### src/rtl/sh4_fpu_wb_if.sv
// Signal bundle between the FPU/load/issue side and the FP writeback block.
// The writeback block uses the slave view.
interface sh4_fpu_wb_if;
  logic        fpu_valid;
  logic        fpu_wen;
  logic [3:0]  fpu_wdst;
  logic        fpu_wbank;
  logic [31:0] fpu_wdata;
  logic        fpu_t_wen;
  logic        fpu_t;
  logic        fpu_fpul_wen;
  logic [31:0] fpu_fpul;
  logic        ld_valid;
  logic [3:0]  ld_wdst;
  logic        ld_wbank;
  logic [31:0] ld_wdata;
  logic        iss_valid;
  logic [3:0]  iss_wdst;
  logic        iss_wbank;
  logic [3:0]  chk_dst;
  logic        chk_bank;
  logic        chk_busy;
  logic        fifo_afull;
  logic        rf_wen;
  logic        rf_wbank;
  logic [3:0]  rf_wdst;
  logic [31:0] rf_wdata;
  logic        t_wen;
  logic        t;
  logic        fpul_wen;
  logic [31:0] fpul;
  logic        ovf_err;

  modport master (
    output fpu_valid, fpu_wen, fpu_wdst, fpu_wbank, fpu_wdata,
           fpu_t_wen, fpu_t, fpu_fpul_wen, fpu_fpul,
           ld_valid, ld_wdst, ld_wbank, ld_wdata,
           iss_valid, iss_wdst, iss_wbank, chk_dst, chk_bank,
    input  chk_busy, fifo_afull, rf_wen, rf_wbank, rf_wdst, rf_wdata,
           t_wen, t, fpul_wen, fpul, ovf_err
  );

  modport slave (
    input  fpu_valid, fpu_wen, fpu_wdst, fpu_wbank, fpu_wdata,
           fpu_t_wen, fpu_t, fpu_fpul_wen, fpu_fpul,
           ld_valid, ld_wdst, ld_wbank, ld_wdata,
           iss_valid, iss_wdst, iss_wbank, chk_dst, chk_bank,
    output chk_busy, fifo_afull, rf_wen, rf_wbank, rf_wdst, rf_wdata,
           t_wen, t, fpul_wen, fpul, ovf_err
  );
endinterface

### src/rtl/sh4_fpu_wb.sv
// FP writeback merge: load path and queued FPU results share one register-file
// write port; also forwards T/FPUL updates and tracks pending FP destinations.
module sh4_fpu_wb #(
  parameter int FIFO_DEPTH = 4,
  parameter int AFULL_LVL  = 2
) (
  input  logic         clk,
  input  logic         rst,
  sh4_fpu_wb_if.slave  bus
);
  localparam int PTR_W = $clog2(FIFO_DEPTH);
  localparam int CNT_W = PTR_W + 1;

  typedef struct packed {
    logic        bank;
    logic [3:0]  dst;
    logic [31:0] data;
  } wr_ent_t;

  wr_ent_t            mem_q [FIFO_DEPTH];
  wr_ent_t            mem_d [FIFO_DEPTH];
  logic [PTR_W-1:0]   wr_ptr_q, wr_ptr_d;
  logic [PTR_W-1:0]   rd_ptr_q, rd_ptr_d;
  logic [CNT_W-1:0]   cnt_q, cnt_d;
  logic [31:0]        busy_q, busy_d;
  logic               ovf_q, ovf_d;
  logic               rf_wen_q, rf_wen_d;
  wr_ent_t            rf_q, rf_d;
  logic               t_wen_q, t_wen_d;
  logic               t_q, t_d;
  logic               fpul_wen_q, fpul_wen_d;
  logic [31:0]        fpul_q, fpul_d;

  logic               push, pop, bypass, enq, drop, empty, full, clr_en;
  wr_ent_t            in_ent;

  always_comb begin
    in_ent = '{bank: bus.fpu_wbank, dst: bus.fpu_wdst, data: bus.fpu_wdata};
    push   = bus.fpu_valid & bus.fpu_wen;
    empty  = (cnt_q == '0);
    full   = (cnt_q == CNT_W'(FIFO_DEPTH));
    pop    = ~bus.ld_valid & ~empty;
    bypass = ~bus.ld_valid & empty & push;
    // A pop in the same cycle frees the head slot, so a full FIFO can still accept.
    enq    = push & ~bypass & (~full | pop);
    drop   = push & ~bypass & full & ~pop;

    mem_d    = mem_q;
    wr_ptr_d = wr_ptr_q;
    rd_ptr_d = rd_ptr_q;
    rf_wen_d = 1'b0;
    rf_d     = rf_q;
    clr_en   = 1'b0;

    if (bus.ld_valid) begin
      rf_wen_d = 1'b1;
      rf_d     = '{bank: bus.ld_wbank, dst: bus.ld_wdst, data: bus.ld_wdata};
    end else if (pop) begin
      rf_wen_d = 1'b1;
      rf_d     = mem_q[rd_ptr_q];
      clr_en   = 1'b1;
      rd_ptr_d = rd_ptr_q + PTR_W'(1);
    end else if (bypass) begin
      rf_wen_d = 1'b1;
      rf_d     = in_ent;
      clr_en   = 1'b1;
    end

    if (enq) begin
      mem_d[wr_ptr_q] = in_ent;
      wr_ptr_d        = wr_ptr_q + PTR_W'(1);
    end

    case ({enq, pop})
      2'b10:   cnt_d = cnt_q + CNT_W'(1);
      2'b01:   cnt_d = cnt_q - CNT_W'(1);
      default: cnt_d = cnt_q;
    endcase

    // Clear first so a same-cycle issue to the retiring register keeps it busy.
    busy_d = busy_q;
    if (clr_en)
      busy_d[{rf_d.bank, rf_d.dst}] = 1'b0;
    if (bus.iss_valid)
      busy_d[{bus.iss_wbank, bus.iss_wdst}] = 1'b1;

    ovf_d = ovf_q | drop;

    t_wen_d    = bus.fpu_valid & bus.fpu_t_wen;
    t_d        = t_wen_d ? bus.fpu_t : t_q;
    fpul_wen_d = bus.fpu_valid & bus.fpu_fpul_wen;
    fpul_d     = fpul_wen_d ? bus.fpu_fpul : fpul_q;
  end

  always_ff @(posedge clk or posedge rst) begin
    if (rst) begin
      wr_ptr_q   <= '0;
      rd_ptr_q   <= '0;
      cnt_q      <= '0;
      busy_q     <= '0;
      ovf_q      <= 1'b0;
      rf_wen_q   <= 1'b0;
      rf_q       <= '0;
      t_wen_q    <= 1'b0;
      t_q        <= 1'b0;
      fpul_wen_q <= 1'b0;
      fpul_q     <= '0;
    end else begin
      wr_ptr_q   <= wr_ptr_d;
      rd_ptr_q   <= rd_ptr_d;
      cnt_q      <= cnt_d;
      busy_q     <= busy_d;
      ovf_q      <= ovf_d;
      rf_wen_q   <= rf_wen_d;
      rf_q       <= rf_d;
      t_wen_q    <= t_wen_d;
      t_q        <= t_d;
      fpul_wen_q <= fpul_wen_d;
      fpul_q     <= fpul_d;
    end
  end

  // Queue storage is qualified by count, so it needs no reset.
  always_ff @(posedge clk) begin
    mem_q <= mem_d;
  end

  assign bus.chk_busy   = busy_q[{bus.chk_bank, bus.chk_dst}];
  assign bus.fifo_afull = (FIFO_DEPTH - int'(cnt_q)) <= AFULL_LVL;
  assign bus.rf_wen     = rf_wen_q;
  assign bus.rf_wbank   = rf_q.bank;
  assign bus.rf_wdst    = rf_q.dst;
  assign bus.rf_wdata   = rf_q.data;
  assign bus.t_wen      = t_wen_q;
  assign bus.t          = t_q;
  assign bus.fpul_wen   = fpul_wen_q;
  assign bus.fpul       = fpul_q;
  assign bus.ovf_err    = ovf_q;
endmodule

### src/flat_wrapper.sv
// flat-port wrapper written by rule: the top's interface ports become plain ports
module sh4_fpu_wb_flat 
#(
  parameter int FIFO_DEPTH = 4,
  parameter int AFULL_LVL  = 2
)
  (clk, rst, bus_fpu_valid, bus_fpu_wen, bus_fpu_wdst, bus_fpu_wbank, bus_fpu_wdata, bus_fpu_t_wen, bus_fpu_t, bus_fpu_fpul_wen, bus_fpu_fpul, bus_ld_valid, bus_ld_wdst, bus_ld_wbank, bus_ld_wdata, bus_iss_valid, bus_iss_wdst, bus_iss_wbank, bus_chk_dst, bus_chk_bank, bus_chk_busy, bus_fifo_afull, bus_rf_wen, bus_rf_wbank, bus_rf_wdst, bus_rf_wdata, bus_t_wen, bus_t, bus_fpul_wen, bus_fpul, bus_ovf_err);
  sh4_fpu_wb_if bus_i ();
  input  logic clk;
  input  logic rst;
  input wire logic [$bits(bus_i.fpu_valid)-1:0] bus_fpu_valid;
  input wire logic [$bits(bus_i.fpu_wen)-1:0] bus_fpu_wen;
  input wire logic [$bits(bus_i.fpu_wdst)-1:0] bus_fpu_wdst;
  input wire logic [$bits(bus_i.fpu_wbank)-1:0] bus_fpu_wbank;
  input wire logic [$bits(bus_i.fpu_wdata)-1:0] bus_fpu_wdata;
  input wire logic [$bits(bus_i.fpu_t_wen)-1:0] bus_fpu_t_wen;
  input wire logic [$bits(bus_i.fpu_t)-1:0] bus_fpu_t;
  input wire logic [$bits(bus_i.fpu_fpul_wen)-1:0] bus_fpu_fpul_wen;
  input wire logic [$bits(bus_i.fpu_fpul)-1:0] bus_fpu_fpul;
  input wire logic [$bits(bus_i.ld_valid)-1:0] bus_ld_valid;
  input wire logic [$bits(bus_i.ld_wdst)-1:0] bus_ld_wdst;
  input wire logic [$bits(bus_i.ld_wbank)-1:0] bus_ld_wbank;
  input wire logic [$bits(bus_i.ld_wdata)-1:0] bus_ld_wdata;
  input wire logic [$bits(bus_i.iss_valid)-1:0] bus_iss_valid;
  input wire logic [$bits(bus_i.iss_wdst)-1:0] bus_iss_wdst;
  input wire logic [$bits(bus_i.iss_wbank)-1:0] bus_iss_wbank;
  input wire logic [$bits(bus_i.chk_dst)-1:0] bus_chk_dst;
  input wire logic [$bits(bus_i.chk_bank)-1:0] bus_chk_bank;
  output wire logic [$bits(bus_i.chk_busy)-1:0] bus_chk_busy;
  output wire logic [$bits(bus_i.fifo_afull)-1:0] bus_fifo_afull;
  output wire logic [$bits(bus_i.rf_wen)-1:0] bus_rf_wen;
  output wire logic [$bits(bus_i.rf_wbank)-1:0] bus_rf_wbank;
  output wire logic [$bits(bus_i.rf_wdst)-1:0] bus_rf_wdst;
  output wire logic [$bits(bus_i.rf_wdata)-1:0] bus_rf_wdata;
  output wire logic [$bits(bus_i.t_wen)-1:0] bus_t_wen;
  output wire logic [$bits(bus_i.t)-1:0] bus_t;
  output wire logic [$bits(bus_i.fpul_wen)-1:0] bus_fpul_wen;
  output wire logic [$bits(bus_i.fpul)-1:0] bus_fpul;
  output wire logic [$bits(bus_i.ovf_err)-1:0] bus_ovf_err;
  assign bus_i.fpu_valid = bus_fpu_valid;
  assign bus_i.fpu_wen = bus_fpu_wen;
  assign bus_i.fpu_wdst = bus_fpu_wdst;
  assign bus_i.fpu_wbank = bus_fpu_wbank;
  assign bus_i.fpu_wdata = bus_fpu_wdata;
  assign bus_i.fpu_t_wen = bus_fpu_t_wen;
  assign bus_i.fpu_t = bus_fpu_t;
  assign bus_i.fpu_fpul_wen = bus_fpu_fpul_wen;
  assign bus_i.fpu_fpul = bus_fpu_fpul;
  assign bus_i.ld_valid = bus_ld_valid;
  assign bus_i.ld_wdst = bus_ld_wdst;
  assign bus_i.ld_wbank = bus_ld_wbank;
  assign bus_i.ld_wdata = bus_ld_wdata;
  assign bus_i.iss_valid = bus_iss_valid;
  assign bus_i.iss_wdst = bus_iss_wdst;
  assign bus_i.iss_wbank = bus_iss_wbank;
  assign bus_i.chk_dst = bus_chk_dst;
  assign bus_i.chk_bank = bus_chk_bank;
  assign bus_chk_busy = bus_i.chk_busy;
  assign bus_fifo_afull = bus_i.fifo_afull;
  assign bus_rf_wen = bus_i.rf_wen;
  assign bus_rf_wbank = bus_i.rf_wbank;
  assign bus_rf_wdst = bus_i.rf_wdst;
  assign bus_rf_wdata = bus_i.rf_wdata;
  assign bus_t_wen = bus_i.t_wen;
  assign bus_t = bus_i.t;
  assign bus_fpul_wen = bus_i.fpul_wen;
  assign bus_fpul = bus_i.fpul;
  assign bus_ovf_err = bus_i.ovf_err;
  sh4_fpu_wb #(.FIFO_DEPTH(FIFO_DEPTH), .AFULL_LVL(AFULL_LVL)) u_core (.clk(clk), .rst(rst), .bus(bus_i));
endmodule
### config.mk
export PLATFORM = sky130hd
export DESIGN_NAME = sh4_fpu_wb_flat
export DESIGN_NICKNAME = d
export VERILOG_FILES = /design/src/rtl/sh4_fpu_wb_if.sv /design/src/rtl/sh4_fpu_wb.sv /design/src/flat_wrapper.sv
export SDC_FILE = /design/constraint.sdc
export NUM_CORES = 1
export LEC_CHECK = 0
export CORE_UTILIZATION = 54
export DETAILED_ROUTE_END_ITERATION = 6
export PLACE_DENSITY_LB_ADDON = 0.05
export SLEW_MARGIN = 20
export SYNTH_ARGS = -nofsm -noshare
export SYNTH_HDL_FRONTEND = slang
export SYNTH_SLANG_ARGS = --single-unit
### constraint.sdc
create_clock -name clk -period 7.8 [get_ports clk]
set_input_delay 1.56 -clock clk [delete_from_list [all_inputs] [get_ports clk]]
set_output_delay 1.56 -clock clk [all_outputs]
set_load 0.03 [all_outputs]
Word level (Yosys, flattened, before mapping)
Cells that the tools add are included.
{"block": "word_totals", "register_bits": 261, "in_bits": 125, "output_inout_bits": 76, "elab_cells": 93}
{"block": "classes", "addsub": 5, "n_lt_le_gt_ge": 9, "eq_ne": 3, "muxes": 22, "bitwise_logic": 22, "reduce_logical": 7}
{"cell": "$mux W37", "n": 6}
{"cell": "$bwmux W148", "n": 1}
{"cell": "$bmux W37 S2", "n": 1}
{"cell": "$demux W37 S2", "n": 1}
{"cell": "$mux W32", "n": 2}
{"cell": "$and A32 B32 Y32", "n": 1}
{"cell": "$le A32 B3 Y1 const B", "n": 1}
{"cell": "$not A32 Y32", "n": 1}
{"cell": "$or A32 B32 Y32", "n": 1}
{"cell": "$lt A5 B6 Y1 const B", "n": 3}
{"cell": "$and A1 B1 Y1", "n": 10}
{"cell": "$demux W1 S5", "n": 2}
{"cell": "$ge A5 B1 Y1 const B", "n": 2}
{"cell": "$mux W1", "n": 7}
{"cell": "$ge A3 B3 Y1 const B", "n": 2}
{"cell": "$not A2 Y3", "n": 2}
{"cell": "$pmux W3 S2", "n": 1}
{"cell": "$bmux W1 S5", "n": 1}
{"cell": "$not A1 Y1", "n": 5}
{"cell": "$add A2 B1 Y2 const B", "n": 2}
{"cell": "$sub A3 B3 Y4 const A", "n": 1}
{"cell": "$add A3 B1 Y3 const B", "n": 1}
{"cell": "$eq A3 B3 Y1 const B", "n": 1}
{"cell": "$logic_and A1 B1 Y1", "n": 3}
{"cell": "9 further kinds", "n": 10}

Logic depth before layout (Yosys ltp)
Gate-level depths: netlist (run 1).
{"block": "logic_depth", "ltp_word": 15, "depth_mapped": 12, "depth_no_buf": 9}

Worst setup path after synthesis (run 1)
No wires, ideal clock.
{"block": "synth_path", "path_kind": "input to output", "start": "in bus_chk_dst[0]", "end": "out bus_chk_busy", "arrival_ns": 3.336, "required_ns": 6.240, "setup_slack_ns": 2.904, "cell_stages": 4, "cell_sequence": "clkbuf_1 -> mux4_2 -> mux4_2 -> mux2_2"}
{"block": "synth_between", "elab_chain_len": 2}
{"item": "start, declared", "line_no": "flat_wrapper.sv:27", "text": "input wire logic [$bits(bus_i.chk_dst)-1:0] bus_chk_dst;"}
{"item": "$bmux W1 S5", "line_no": "sh4_fpu_wb.sv:128", "text": "assign bus.chk_busy = busy_q[{bus.chk_bank, bus.chk_dst}];"}
{"item": "$mux W1 (not written as such)", "line_no": "sh4_fpu_wb.sv:128"}
{"item": "end, declared", "line_no": "flat_wrapper.sv:29", "text": "output wire logic [$bits(bus_i.chk_busy)-1:0] bus_chk_busy;"}
No other way between the ends. The select of a mux whose other input is x is not followed.

Worst setup path in the final report (run 1)
Ends and elaborated chain as after synthesis.

==> results.cfg, run 1 <==
[power_and_ir_drop]
p_per_area_nw_per_um2 = 323.5
finalPower_mw = 4.623
peakVddDrop_mv = 0.2274
p_leak_nw = 5.328

[cts]
clk_pin_slew_ps = 60
clk_latency_ps = 530
cts-root-buf = clkbuf_16
postCtsSetupBuffers = 0
cts_sinks = 261
cts_tree = built
numCtsBuffers = 28
cts_buffer_depth = 3
ctsResizeCount = 0
cts_hold_buf = 0
cts.htree.levels = 1

[setup_path]
r2r_slack_ps = 4140
cpPeakStageDelay_ps = 800
critPathTopFamily = buffers and inverters
cpMaxStageDelayCell = clkdlybuf4s50_1
crit_path_start_kind = primary input
setup.worst_path.end_class = primary output
path_class = in2out
cp.required_ps = 6240
crit_fanout = 8
path_buf_inv = 2
arrival_ps = 4270
path_cells = clkdlybuf4s50_1 -> mux4_2 -> mux4_2 -> mux2_2 -> clkdlybuf4s50_1

[floorplan]
die_w_um = 145.7
core_area_um2 = 20230
ios = 201
start_util_pct = 55.13
rows = 52
dieHeight_um = 145.7
fp.dieArea_um2 = 21240

[timing]
drv_slew = 0
clock_skew_ps = 8.313
rsz0062_at_grt = no
worst_slew_pin_slew_ps = 1057
setup-violations-final = 0
period_share_pct = 74.70
relSlewSlack_pct = 29.53
min_period_ps = 5827
fin_tns_setup_ps = 0
max_freq_mhz = 171.6
hold_viol = 0

[final_layout]
multi_input_area_um2 = 3567
fillers = 1398
most-common-layout-cells = clkdlybuf4s50_1 (199), edfxtp_1 (148), nor2_1 (123)
drive_gt1_share_pct = 14.79
final_nets = 1133
antennaDiodeCount = 0
area_delta_synth_final_pct = 28.10
final_common_cell = clkdlybuf4s50_1
fin_util_pct = 70.62
seq_area_um2 = 7274

[synth]
synth_area_um2 = 11150
async_reset_ff_share_pct = 43.30
synth_fp_nets = 942
yosysWarnings = 0
synth-edff-count = 148
avgSynthCellArea_um2 = 13.81
synth_flop_cell = edfxtp_1
synth_cell_types = 49
yosysSeqAreaShare_pct = 65.19
netlist_instances = 808
synth_seq_cells = 261

[routing]
first_pass_iters = 5
initialDrtViolationCount = 382
wl_per_cell_um = 20.23
drtAntennaViolNets = 0
drt_wl_total_um = 26110
via_count = 7397
vias_per_cell = 5.730
drc_errors = 0

[global_routing]
grt_pass1_wl_um = 42020
grt_max_degree = 76
antenna_found_initial = 0
grt_use_total_pct = 25.38
grt_overflow_total = 0
grt_pass1_vias = 7940

[hold_path]
min_path_type = reg2reg

[place]
dp_hpwl_um = 16690
io_buffer_count = 200
gp_congestion = 0.8754

[flow_run]
maxCapViolCount = 0

[run_status]
status = finished, final reports clean
[synth_stat cells, types with 3 or more instances]
| master | n | share of area, % |
|---|---|---|
| o41ai_1 | 4 | 0.31 |
| nand2_1 | 45 | 1.5 |
| a21oi_1 | 44 | 2.0 |
| and3_1 | 3 | 0.17 |
| nor2b_1 | 3 | 0.17 |
| xnor2_1 | 4 | 0.31 |
| ha_1 | 8 | 0.90 |
| o31ai_1 | 9 | 0.61 |
| mux2_2 | 39 | 3.9 |
| a2111oi_0 | 8 | 0.63 |
| inv_2 | 3 | 0.10 |
| and2_1 | 7 | 0.39 |
| edfxtp_1 | 148 | 40 |
| a211oi_1 | 30 | 2.0 |
| nor2_1 | 123 | 4.1 |
| o21ai_0 | 25 | 1.1 |
| dfrtp_1 | 113 | 25 |
| nor3_1 | 6 | 0.27 |
| o211ai_1 | 21 | 1.4 |
| inv_1 | 33 | 1.1 |
| clkbuf_1 | 31 | 1.0 |
| nand3_1 | 9 | 0.40 |
| buf_2 | 6 | 0.27 |
| buf_1 | 6 | 0.20 |
| mux4_2 | 43 | 8.7 |
| nor3b_1 | 4 | 0.27 |
| nor3_2 | 5 | 0.45 |
[layout make-up]
class                      count  area share [%]
timing repair buffer         207           14.34
clock buffer                  35           5.306
multi-input combinational    465           24.96
sequential                   261           50.91
inverter                      36          0.9632
clock inverter                17           1.147
tap                          270           2.364
[sequential cells by signal, summed over array words and instances (netlist names)]
name                 cells
u_core.bus.rf_wbank      1
u_core.bus.ovf_err       1
u_core.bus.t             1
u_core.bus.fpul_wen      1
u_core.busy_q           32
u_core.bus.fpul         32
u_core.bus.rf_wdst       4
u_core.wr_ptr_q          2
u_core.cnt_q             3
u_core.bus.t_wen         1
u_core.rd_ptr_q          2
u_core.bus.rf_wen        1
u_core.bus.rf_wdata     32
u_core.mem_q           148
[worst paths after layout]
| path | start | to | cells past startpoint |
|---|---|---|---|
| setup / recovery | bus_chk_dst[0] | bus_chk_busy | 5 |
| hold / removal | u_core.bus.ovf_err | u_core.bus.ovf_err | 1 |
| setup reg to reg | u_core.cnt_q[0] | u_core.busy_q[0] | 9 |
| hold reg to reg | u_core.bus.ovf_err | u_core.bus.ovf_err | 1 |
| max in group asynchronous | rst | u_core.bus.rf_wdata[3] | 3 |
| min in group asynchronous | rst | u_core.busy_q[29] | 2 |
[worst register-to-register path, cell delays in order, from the launching register on]
cell,delay (ps)
dfrtp_1,370
inv_1,160
ha_1,220
ha_2,170
buf_4,590
a21boi_0,480
or2_0,740
nand3b_1,540
o21ai_0,180
o211ai_1,120
[report_power, final]
part / internal [mW] / switching (mW)
logic: 0.634 / 0.788
registers: 1.71 / 0.180
clock network: 0.787 / 0.525
[through the flow]
step	instances	hold WS, ps	setup slack, ps	area [um^2]
after floorplan	808	458.9	2904	11150
after global placement	1239	456.3	2019	13360
after detailed placement	1239	460.1	1960	13370
after CTS	1291	473.0	1948	14290
after global routing	1291	479.9	1863	14290
final	1291	475.1	1973	14290
[routing by layer]
metal | GRT usage [%] | share of wire [%] | wire (um)
met2 | 44.55 | 52 | 13550
met4 | 8.474 | 2.5 | 648
met5 | 0 | 0 | 0
met1 | 31.57 | 39 | 10130
met3 | 5.016 | 6.8 | 1781
[kinds of logic (layout without fill, tap and decap cells)]
kind of cell	Yosys count	count (layout)	share of synthesized area, %
DFF	261	261	65.19
and+or+nand+nor	215	215	8.458
muxes	85	85	13.03
buffers and inverters	82	295	2.939
AOI/OAI and AO/OA	152	152	8.985
xor gates and xnor gates	4	4	0.3140
adders and majority gates	9	9	1.077
Power figures use the tool's default switching activity.
==> run 2: changes to the inputs <==
--- a/config.mk
+++ b/config.mk
@@ -5,7 +5,7 @@
 export SDC_FILE = /design/constraint.sdc
 export NUM_CORES = 1
 export LEC_CHECK = 0
-export CORE_UTILIZATION = 54
+export CORE_UTILIZATION = 48
 export DETAILED_ROUTE_END_ITERATION = 6
 export PLACE_DENSITY_LB_ADDON = 0.05
 export SLEW_MARGIN = 20
==> constraint.sdc (replaced) <==
create_clock -name clk -period 4.7 [get_ports clk]
set_input_delay 0.94 -clock clk [delete_from_list [all_inputs] [get_ports clk]]
set_output_delay 0.94 -clock clk [all_outputs]
set_load 0.03 [all_outputs]
==> results.cfg, run 2 (synthesis gave the netlist of run 1 again) <==
[floorplan]
start_util_pct = 49.12
ios = 201
dieHeight_um = 154.4
core_area_um2 = 22710
rows = 55
fp.dieArea_um2 = 23850
die_w_um = 154.4

[timing]
hold_viol = 0
rsz0062_at_grt = no
timing.final.ws_setup_ps = 290.6
relSlewSlack_pct = 39.50
max_freq_mhz = 226.8
drv_slew = 0
setup-violations-final = 0
worst_slew_pin_slew_ps = 905.3
fin_tns_setup_ps = 0
period_share_pct = 93.82
clock_skew_ps = 7.494
min_period_ps = 4409
fin_hold_ws_ps = 501.4

[setup_path]
path_class = in2out
cp.required_ps = 3760
cpPeakStageDelay_ps = 590
arrival_ps = 3470
crit_path_start_kind = primary input
setup.worst_path.end_class = primary output
crit_fanout = 8
cpMaxStageDelayCell = clkdlybuf4s50_1
path_cells = clkdlybuf4s50_1 -> buf_4 -> mux4_2 -> mux4_2 -> mux2_2 -> clkdlybuf4s50_1

[cts]
numCtsBuffers = 28
cts_tree = built
cts-root-buf = clkbuf_16
clk_latency_ps = 530
postCtsSetupBuffers = 0
clk_pin_slew_ps = 60
cts_hold_buf = 0
cts.htree.levels = 1
ctsResizeCount = 0
cts_buffer_depth = 3
cts_sinks = 261

[routing]
drtAntennaViolNets = 0
vias_per_cell = 5.545
drt_wl_total_um = 25250
drc_errors = 0
initialDrtViolationCount = 454
via_count = 7314
wl_per_cell_um = 19.14
first_pass_iters = 5

[global_routing]
antenna_found_initial = 0
grt_overflow_total = 0
grt_max_degree = 46
grt_pass1_wl_um = 40520
grt_use_total_pct = 21.76
grt_pass1_vias = 7519

[place]
dp_hpwl_um = 16410
io_buffer_count = 200
place_ws_ps = 291.0
gp_congestion = 0.8027
dp.cells = 1267

[final_layout]
final_nets = 1146
fillers = 1773
layout.cells.non_filler = 1319
largest_register = u_core.mem_q
area_delta_synth_final_pct = 28.94
final_common_cell = clkdlybuf4s50_1
largest_register_ff_count = 148
most-common-layout-cells = clkdlybuf4s50_1 (199), edfxtp_1 (148), nor2_1 (123)
drive_gt1_share_pct = 15.57
antennaDiodeCount = 0

[power_and_ir_drop]
finalPower_mw = 7.527
peakVddDrop_mv = 0.3039
p_leak_nw = 5.372
p_per_area_nw_per_um2 = 523.4

[flow_run]
maxCapViolCount = 0

[run_status]
status = finished, final reports clean

[hold_path]
min_path_type = reg2reg
-- run 2: changes by cell type in the layout (fill, tap and decap cells not counted), sizes merged --
cell | previous run | this run
bufinv | 3 | 0
buf | 8 | 21
inv | 36 | 37
clkinv | 13 | 7
clkinvlp | 1 | 0
clkbuf | 35 | 44
-- run 2: layout make-up --
cell class / count / area [um^2] / share of cell area [%]
inverter: 36 / 137.6 / 0.9569
clock inverter: 8 / 51.30 / 0.3567
multi-input combinational: 465 / 3565 / 24.78
tap: 285 / 356.6 / 2.479
sequential: 261 / 7274 / 50.58
timing repair buffer: 220 / 2197 / 15.28
clock buffer: 44 / 800.8 / 5.568
-- run 2: worst max-delay path, delay by kind of cell --
| kind | cells | cell delay [ps] |
|---|---|---|
| buffers and inverters | 3 | 1250 |
| muxes | 3 | 1270 |
-- run 2: final timing paths --
| path | from | to | slack, ps | cells past startpoint |
|---|---|---|---|---|
| setup / recovery | bus_chk_dst[0] | bus_chk_busy | 290 | 6 |
| hold / removal | u_core.bus.fpul[31] | u_core.bus.fpul[31] | 500 | 1 |
| setup reg to reg | u_core.cnt_q[0] | u_core.busy_q[29] | 1240 | 9 |
| hold reg to reg | u_core.bus.fpul[31] | u_core.bus.fpul[31] | 500 | 1 |
| max in group asynchronous | rst | u_core.bus.rf_wdata[27] | 3070 | 3 |
| min in group asynchronous | rst | u_core.bus.fpul_wen | 800 | 2 |
-- run 2: per-layer routing --
layer	track usage, %	routed length [um]	up-vias
li1	-	-	3423
met1	30.85	11010	3643
met2	35.51	12380	219
met3	3.670	1407	29
met4	4.856	447	0
met5	0	0	-
-- run 2: where the power goes --
group	switching, mW	internal (mW)	total (mW)
clock	0.866	1.17	2.03
sequential	0.229	2.83	3.06
combinational	1.35	1.08	2.43
total	2.44	5.09	7.53
-- run 2: per-stage QoR --
step	util, %	instance area [um^2]
floorplan	-	11150
global placement	59.58	13530
detailed placement	59.58	13530
CTS	63.33	14380
global route	63.33	14380
finish	63.33	14380
==> run 3: changes to the inputs <==
--- a/config.mk
+++ b/config.mk
@@ -5,7 +5,7 @@
 export SDC_FILE = /design/constraint.sdc
 export NUM_CORES = 1
 export LEC_CHECK = 0
-export CORE_UTILIZATION = 48
+export CORE_UTILIZATION = 54
 export DETAILED_ROUTE_END_ITERATION = 6
 export PLACE_DENSITY_LB_ADDON = 0.05
 export SLEW_MARGIN = 20
==> constraint.sdc (replaced) <==
create_clock -name clk -period 5.6 [get_ports clk]
set_input_delay 1.12 -clock clk [delete_from_list [all_inputs] [get_ports clk]]
set_output_delay 1.12 -clock clk [all_outputs]
set_load 0.03 [all_outputs]
==> results.cfg, run 3 (synthesis gave the netlist of run 1 again) <==
[run_status]
status = finished, final reports clean

[routing]
first_pass_iters = 7
wl_per_cell_um = 20.92
drt_wl_total_um = 26960
vias_per_cell = 5.784
via_count = 7456
drc_errors = 0
initialDrtViolationCount = 514
drtAntennaViolNets = 0

[setup_path]
setup.worst_path.end_class = primary output
crit_path_start = bus_chk_dst[0]
worstReg2RegStart = u_core.cnt_q[0]
arrival_ps = 3780
path_class = in2out
crit_path_start_kind = primary input
r2r_slack_ps = 1740
cp.required_ps = 4480
r2r_end = u_core.busy_q[10]
r2r_cells = 8
crit_fanout = 8

[global_routing]
grt_pass1_vias = 7802
grt_use_total_pct = 25.90
grt_overflow_total = 0
grt_pass1_wl_um = 42720
antenna_found_initial = 0
grt_max_degree = 74

[final_layout]
most-common-layout-cells = clkdlybuf4s50_1 (199), edfxtp_1 (148), nor2_1 (123)
fillers = 1377
largest_register = u_core.mem_q
drive_gt1_share_pct = 14.43
seq_area_um2 = 7274
fin_util_pct = 70.36
multi_input_area_um2 = 3562
final_nets = 1133
antennaDiodeCount = 0
final_common_cell = clkdlybuf4s50_1
area_delta_synth_final_pct = 27.63
largest_register_ff_count = 148

[timing]
worst_slew_pin_slew_ps = 1076
hold_viol = 0
rsz0062_at_grt = no
drv_slew = 0
setup-violations-final = 0
max_freq_mhz = 204.1
fin_tns_setup_ps = 0
relSlewSlack_pct = 28.29
min_period_ps = 4901
clock_skew_ps = 17.00
period_share_pct = 87.51

[power_and_ir_drop]
finalPower_mw = 6.390
p_comb_share_pct = 31.6
p_leak_nw = 5.303
p_sw_mw = 2.075
seqPwrFrac_pct = 40.9
p_per_area_nw_per_um2 = 448.9
p_clk_share_pct = 27.5
peakVddDrop_mv = 0.3151
p_int_mw = 4.315
p_sw_share_pct = 32.48

[cts]
ctsResizeCount = 0
cts_tree = built
clk_latency_ps = 530
cts_sinks = 261
cts.htree.levels = 1
numCtsBuffers = 27
cts-root-buf = clkbuf_16
postCtsSetupBuffers = 0
clk_pin_slew_ps = 60
cts_hold_buf = 0
cts_buffer_depth = 3

[hold_path]
min_path_type = reg2reg
holdPathEnd = u_core.bus.ovf_err
holdPathStages = 1
worstHoldStart = u_core.bus.ovf_err

[floorplan]
ios = 201
fp.dieArea_um2 = 21240
rows = 52
core_area_um2 = 20230
dieHeight_um = 145.7
die_w_um = 145.7
start_util_pct = 55.13

[flow_run]
maxCapViolCount = 0

[place]
dp_hpwl_um = 17120
io_buffer_count = 200
gp_congestion = 0.8579
## run 3: changes by cell type in the layout (fill, tap and decap cells not counted)
cell        previous run  this run
buf_4                 16         8
buf_12                 4         0
clkinv_8               1         0
clkbuf_1              12         6
clkinv_1               1         5
clkbuf_8               4         2
clkbuf_16             28        27
nand2_1               44        45
inv_4                  2         1
clkinvlp_4             0         1
bufinv_16              0         3
nand2_2                1         0
## run 3: how the worst max path moves through the flow
stage / cells past startpoint / endpoint / slack [ps]
floorplan: 1 / u_core.bus.fpul[0] / 1490
global placement: 5 / bus_chk_busy / 680
detailed placement: 5 / bus_chk_busy / 670
CTS: 5 / bus_chk_busy / 660
global route: 5 / bus_chk_busy / 580
finish: 5 / bus_chk_busy / 700
## run 3: critical path, stage by stage
cell and delay, ps:
clkdlybuf4s50_1 780, mux4_2 560, mux4_2 460, mux2_2 270
clkdlybuf4s50_1 590
## run 3: cell type report
cell class                 instances  area share, %
clock buffer                      35          5.098
multi-input combinational        465          25.02
tap                              270          2.373
inverter                          36         0.9668
sequential                       261          51.10
timing repair buffer             208          14.45
clock inverter                    14         0.9931
## run 3: layer usage
layer / track usage, % / wire length (um)
met1: 33.42 / 10800
met2: 44.78 / 14030
met3: 4.702 / 1664
met4: 7.947 / 469
met5: 0 / 0
## run 3: power groups by stage
stage	Sequential [mW]	Clock, mW	Combinational, mW
floorplan	2.81	0	1.11
global route	2.65	1.86	2.18
CTS	2.61	1.79	2.04
finish	2.61	1.76	2.02
global placement	2.63	0	1.97
detailed placement	2.65	0	2.03
## run 3: metrics by stage
stage / setup slack (ps) / std cells / area (um^2) / hold slack [ps]
3_5_place_dp: 671.2 / 1240 / 13370 / 461.5
2_1_floorplan: 1493 / 808 / 11150 / 458.9
3_3_place_gp: 681.8 / 1240 / 13370 / 456.8
6_report: 699.3 / 1289 / 14240 / 474.5
4_1_cts: 664.9 / 1289 / 14240 / 476.1
5_1_grt: 579.2 / 1289 / 14240 / 481.6
